<file path="src/rtl/uart_pkg.sv">
// Shared constants, state encoding and baud-divider helper for the UART receive path.
// Optional even-parity support is selected with the UART_RX_PARITY_EN macro.
package uart_pkg;

  localparam int unsigned OS_RATE   = 16;
  localparam int unsigned MID_IDX   = OS_RATE / 2 - 1;
  localparam int unsigned LAST_IDX  = OS_RATE - 1;
  localparam int unsigned OS_CNT_W  = $clog2(OS_RATE);
  localparam int unsigned BIT_CNT_W = 4;
  localparam int unsigned DATA_W    = 8;

  typedef enum logic [2:0] {
    ST_IDLE   = 3'd0,
    ST_START  = 3'd1,
    ST_DATA   = 3'd2,
`ifdef UART_RX_PARITY_EN
    ST_PARITY = 3'd3,
`endif
    ST_STOP   = 3'd4
  } rx_state_e;

  // Clocks per oversample tick, integer-truncated.
  function automatic int unsigned calc_div(input int unsigned clk_freq,
                                           input int unsigned baud,
                                           input int unsigned os);
    return clk_freq / (baud * os);
  endfunction

endpackage

</file>
<file path="src/rtl/uart_rx_os_tick.sv">
// Free-running oversample tick generator: one-clock pulse every CLK_FREQ/(BAUD*OVERSAMPLE) clocks.
module uart_rx_os_tick
  import uart_pkg::*;
#(
  parameter int unsigned CLK_FREQ   = 50_000_000,
  parameter int unsigned BAUD       = 115200,
  parameter int unsigned OVERSAMPLE = 16
) (
  input  logic clk,
  input  logic rst_n,
  input  logic en,
  output logic os_tick
);

  localparam int unsigned DIV   = calc_div(CLK_FREQ, BAUD, OVERSAMPLE);
  localparam int unsigned CNT_W = (DIV > 1) ? $clog2(DIV) : 1;

  logic [CNT_W-1:0] cnt;

  always_ff @(posedge clk) begin
    if (!rst_n || !en) begin
      cnt     <= '0;
      os_tick <= 1'b0;
    end else if (cnt == CNT_W'(DIV - 1)) begin
      cnt     <= '0;
      os_tick <= 1'b1;
    end else begin
      cnt     <= cnt + CNT_W'(1);
      os_tick <= 1'b0;
    end
  end

endmodule

</file>
<file path="src/rtl/uart_receiver.sv">
// 8N1 UART receiver, MSB first, 16x oversampled with mid-bit sampling and start-glitch rejection.
// Define UART_RX_PARITY_EN to add an even-parity bit between data and stop.
module uart_receiver
  import uart_pkg::*;
#(
  parameter int unsigned CLK_FREQ   = 50_000_000,
  parameter int unsigned BAUD       = 115200,
  parameter int unsigned OVERSAMPLE = OS_RATE
) (
  input  logic              clk,
  input  logic              rst_n,
  input  logic              rxEn,
  input  logic              rx,
  output logic [DATA_W-1:0] out_data,
  output logic              rxValid,
  output logic              rxBusy,
  output logic              frameErr,
  output logic              parityErr
);

  logic                 clr;
  logic                 rx_meta, rx_s;
  logic                 os_tick;
  rx_state_e            state_q, state_d;
  logic [OS_CNT_W-1:0]  os_cnt_q, os_cnt_d;
  logic [BIT_CNT_W-1:0] bit_cnt_q, bit_cnt_d;
  logic [DATA_W-1:0]    shift_q, shift_d, data_d;
  logic                 valid_d, busy_d, ferr_d, perr_d;
`ifdef UART_RX_PARITY_EN
  logic                 par_q, par_d;
`endif

  assign clr = !rst_n || !rxEn;

  // Two-flop synchroniser for the asynchronous line.
  always_ff @(posedge clk) begin
    if (clr) begin
      rx_meta <= 1'b1;
      rx_s    <= 1'b1;
    end else begin
      rx_meta <= rx;
      rx_s    <= rx_meta;
    end
  end

  uart_rx_os_tick #(
    .CLK_FREQ  (CLK_FREQ),
    .BAUD      (BAUD),
    .OVERSAMPLE(OVERSAMPLE)
  ) u_os_tick (
    .clk    (clk),
    .rst_n  (rst_n),
    .en     (rxEn),
    .os_tick(os_tick)
  );

  always_ff @(posedge clk) begin
    if (clr) begin
      state_q   <= ST_IDLE;
      os_cnt_q  <= '0;
      bit_cnt_q <= '0;
      shift_q   <= '0;
      out_data  <= '0;
      rxValid   <= 1'b0;
      rxBusy    <= 1'b0;
      frameErr  <= 1'b0;
`ifdef UART_RX_PARITY_EN
      par_q     <= 1'b0;
      parityErr <= 1'b0;
`endif
    end else begin
      state_q   <= state_d;
      os_cnt_q  <= os_cnt_d;
      bit_cnt_q <= bit_cnt_d;
      shift_q   <= shift_d;
      out_data  <= data_d;
      rxValid   <= valid_d;
      rxBusy    <= busy_d;
      frameErr  <= ferr_d;
`ifdef UART_RX_PARITY_EN
      par_q     <= par_d;
      parityErr <= perr_d;
`endif
    end
  end

`ifndef UART_RX_PARITY_EN
  assign parityErr = 1'b0;
`endif

  // Frame sequencing; every state advances only on os_tick.
  always_comb begin
    state_d   = state_q;
    os_cnt_d  = os_cnt_q;
    bit_cnt_d = bit_cnt_q;
    shift_d   = shift_q;
    data_d    = out_data;
    busy_d    = rxBusy;
    valid_d   = 1'b0;
    ferr_d    = 1'b0;
    perr_d    = 1'b0;
`ifdef UART_RX_PARITY_EN
    par_d     = par_q;
`endif
    case (state_q)
      ST_IDLE: begin
        busy_d = 1'b0;
        if (os_tick && !rx_s) begin
          state_d  = ST_START;
          os_cnt_d = '0;
          busy_d   = 1'b1;
        end
      end
      ST_START: begin
        if (os_tick) begin
          if (os_cnt_q == OS_CNT_W'(MID_IDX)) begin
            os_cnt_d  = '0;
            bit_cnt_d = '0;
            if (!rx_s) begin
              state_d = ST_DATA;
            end else begin
              state_d = ST_IDLE;
              busy_d  = 1'b0;
            end
          end else begin
            os_cnt_d = os_cnt_q + OS_CNT_W'(1);
          end
        end
      end
      ST_DATA: begin
        if (os_tick) begin
          if (os_cnt_q == OS_CNT_W'(LAST_IDX)) begin
            shift_d   = {shift_q[DATA_W-2:0], rx_s};
            os_cnt_d  = '0;
            bit_cnt_d = bit_cnt_q + BIT_CNT_W'(1);
            if (bit_cnt_q == BIT_CNT_W'(DATA_W - 1)) begin
`ifdef UART_RX_PARITY_EN
              state_d = ST_PARITY;
`else
              state_d = ST_STOP;
`endif
            end
          end else begin
            os_cnt_d = os_cnt_q + OS_CNT_W'(1);
          end
        end
      end
`ifdef UART_RX_PARITY_EN
      ST_PARITY: begin
        if (os_tick) begin
          if (os_cnt_q == OS_CNT_W'(LAST_IDX)) begin
            par_d    = rx_s;
            os_cnt_d = '0;
            state_d  = ST_STOP;
          end else begin
            os_cnt_d = os_cnt_q + OS_CNT_W'(1);
          end
        end
      end
`endif
      ST_STOP: begin
        if (os_tick) begin
          if (os_cnt_q == OS_CNT_W'(LAST_IDX)) begin
            os_cnt_d = '0;
            state_d  = ST_IDLE;
            busy_d   = 1'b0;
            if (!rx_s) begin
              ferr_d = 1'b1;
`ifdef UART_RX_PARITY_EN
            end else if ((^shift_q) ^ par_q) begin
              perr_d = 1'b1;
`endif
            end else begin
              valid_d = 1'b1;
              data_d  = shift_q;
            end
          end else begin
            os_cnt_d = os_cnt_q + OS_CNT_W'(1);
          end
        end
      end
      default: begin
        state_d = ST_IDLE;
        busy_d  = 1'b0;
      end
    endcase
  end

endmodule
</file>
<file path="config.mk">
export PLATFORM = sky130hd
export DESIGN_NAME = uart_receiver
export DESIGN_NICKNAME = d
export VERILOG_FILES = /design/src/rtl/uart_pkg.sv /design/src/rtl/uart_rx_os_tick.sv /design/src/rtl/uart_receiver.sv
export SDC_FILE = /design/constraint.sdc
export NUM_CORES = 1
export LEC_CHECK = 0
export BUFFER_PORTS_ARGS = -buffer_cell sky130_fd_sc_hd__buf_2
export CAP_MARGIN = 10
export CORE_MARGIN = 2
export CORE_UTILIZATION = 50
export DETAILED_ROUTE_END_ITERATION = 8
export PLACE_DENSITY = 0.72
export RECOVER_POWER = 25
export SLEW_MARGIN = 20
export SYNTH_ARGS = -nofsm -noshare
export SYNTH_HDL_FRONTEND = slang
export SYNTH_SLANG_ARGS = --single-unit
</file>
<file path="constraint.sdc">
create_clock -name clk -period 1.58 [get_ports clk]
set_input_delay 0.316 -clock clk [delete_from_list [all_inputs] [get_ports clk]]
set_output_delay 0.316 -clock clk [all_outputs]
set_load 0.02 [all_outputs]
</file>
==> key figures <==
Pwr
  • Pwr/cell area: 792 nW/µm²
  • Leakage power: 0.746 nW
  • VDD IR-drop max: 0.592 mV

Logic synthesis
  • Number of synthesized flops with an enable pin: 0
  • Synthesized area per cell: 9.21 µm²
  • Post-synth top area cell: dfxtp_1
  • Synth Cell Area: 1690 µm²
  • Ys async rst share: 0%
  • Syn Inst Count: 183
  • Syn Nets: 191
  • Synthesis warning total: 0
  • Number of synthesized register bits: 38
  • Yosys top cell area share: 45.1%
  • Sequential area share after synthesis: 45.1%
  • Leading post-synthesis cells by cell area: dfxtp_1, nand2_1, mux2i_1
  • Synth cell types: 49
  • Top FF cell, synth: dfxtp_1

Place
  • Placed inst area: 1840 µm²
  • Placed cell count: 246
  • Pre-CTS WS: 9.11 ps
  • Gpl congestion: 0.826
  • HPWL Detailed: 2.50 mm
  • Port Buffer Count: 14

Critical path
  • Slowest Stage Delay on Critical Path: 480 ps
  • CP Class: reg -> reg
  • Crit. End Element: flop
  • Critical path launch point type: flop
  • CP Cell Sequence: buf_4 -> nand4_1 -> a21oi_1 -> o221ai_1 -> and3_1
  • Crit-path max FO: 6
  • Delay-heaviest family, CP: flip-flops
  • CP Data Required Time: 1820 ps
  • WP data arrival: 1740 ps
  • CP max stage cell: dfxtp_1
  • Crit path buf inv count: 1

Finish
  • Commonest non-fill, non-tap cell in the layout: dfxtp_1
  • Synth-to-layout area growth: 14.4%
  • Fin area: 1930 µm²
  • Most frequent cells in the layout: dfxtp_1, nand2_1, nor2_1
  • Multi-input logic area: 860 µm²
  • Final net count: 216
  • Post-route insts no fill: 255
  • Number of diodes: 0
  • Share of layout cells above drive strength 1: 22.0%
  • Filler cells: 294
  • FF/Latch Area: 764 µm²

Clocking
  • Clk Latency, worst-skew pair: 350 ps
  • Num CTS Buffers: 5
  • CTS tree: yes
  • H-tree levels: 2
  • Max clock buf depth: 2
  • Clock transition at the registers of the reported paths: 120 ps
  • Post-cts hold buffer count: 0
  • Root buffer cell: clkbuf_4
  • Clk sink count: 38

Run status
  • Status: finished clean

Die
  • Starting Density: 51.3%
  • Site row count: 21
  • Ports: 16
  • Die Span X: 62.1 µm
  • Core box area: 3280 µm²
  • Die height: 62.1 µm
  • Die footprint: 3850 µm²

Detailed routing
  • WL/cell: 13.8 µm
  • Vias: 1399
  • First-pass DRT Iterations: 4
  • Number of remaining DRC errors: 0
  • Initial DRC count: 100
  • Post-DRT Antenna Nets: 0
  • DR vias/cell: 5.49
  • WL final: 3.53 mm

STA
  • Final Worst Setup Slack: 80.8 ps
  • RSZ-0062 raised after global routing: yes
  • Final Critical Period: 1500 ps
  • Max Clock Skew: 13.7 ps
  • Fmax: 667 MHz
  • Setup Viol. Count Final: 0
  • Hold Slack: 160 ps
  • Fin crit share: 94.9%
  • TNS Setup: 0 ps
  • Slew Viols, Final: 0
  • Final-report hold violation count: 0

Global routing
  • Antenna violations before repair: 0
  • GR Overflow Total: 0
  • Largest net degree at the start of global routing: 18
  • Vias in the first global route: 1258
  • First-pass GRT wire length: 5.60 mm
  • Global Route Usage Sum: 20.3%

Min path
  • Worst hold path type: in -> reg

Run
  • Max Cap Viol: 0
-- metal layers --
layer	share of wire, %	global-route usage (%)	vias to the layer above
met5	0	0	-
met4	1.2	7.90	0
met3	4.4	6.83	8
met2	52	34.5	34
met1	43	23.3	664
li1	-	-	693
-- worst register-to-register path: cells and delay by family (launching register included) --
kind / cells / cell delay, ps
DFF: 1 / 480
and+or+nand+nor: 2 / 370
AOI/OAI and AO/OA: 2 / 360
buffers and inverters: 1 / 190
-- state kept, by name, indices dropped and copies added, names as in the netlist --
name               flops
out_data               8
shift_q                8
u_os_tick.cnt          5
bit_cnt_q              4
os_cnt_q               4
state_q                3
frameErr               1
rxBusy                 1
rxValid                1
rx_meta                1
rx_s                   1
u_os_tick.os_tick      1
-- report_power, final --
part	internal (W)	switching (W)
Sequential	0.000961	0.00000272
Clock	0.000216	0.000314
Combinational	0.00000917	0.0000236
Total	0.00119	0.000341
-- Yosys cell counts, types with 3 or more instances --
library cell	number
dfxtp_1	38
nand2_1	26
nor2_1	19
a21oi_1	14
mux2i_1	9
nand2b_1	6
nand3_1	6
buf_6	4
ha_1	4
nor3_1	4
buf_4	3
nand4_1	3
-- logic make-up after synthesis --
kind of cell	Yosys count	share of synthesized area, %
other cells	1	0.223
compound gates	30	12.3
flops	38	45.1
fa+ha+maj	4	2.97
buf+inv	11	4.97
simple gates	86	27.0
mux	9	5.35
xor+xnor	4	2.08
-- worst paths after layout --
check	slack, ps	endpoint	startpoint	cells past startpoint
worst min-delay path	160	rx_meta	rx	2
worst min register to register	420	rx_s	rx_meta	1
worst max register to register	80	rxBusy	os_cnt_q[3]	5
worst max-delay path	80	rxBusy	os_cnt_q[3]	5
-- repair_timing --
| action | 4_1_cts | 5_1_grt |
|---|---|---|
| setup endpoints to repair | 5 | 22 |
| buffers inserted | 0 | 1 |
| gates resized for setup | 1 | 8 |
| pin swaps | 0 | 1 |
| endpoints found under the hold margin | 0 | 0 |
-- final cells by class --
cell class              count  area share, %
well taps                  46           2.99
multi-input cells         134           44.6
clock inverters             1          0.260
clock buffers               7           2.86
flip-flops and latches     38           39.6
inverters                   1          0.195
repair buffers             28           9.47
-- stage by stage --
step / utilization [%] / power, W
final: 58.7 / 0.00153
after CTS: 58.0 / 0.00154
after global routing: 58.7 / 0.00159
after floorplan: - / 0.00101
after global placement: 56.1 / 0.00102
after detailed placement: 56.1 / 0.00102
(Power assumes the default switching activity.)
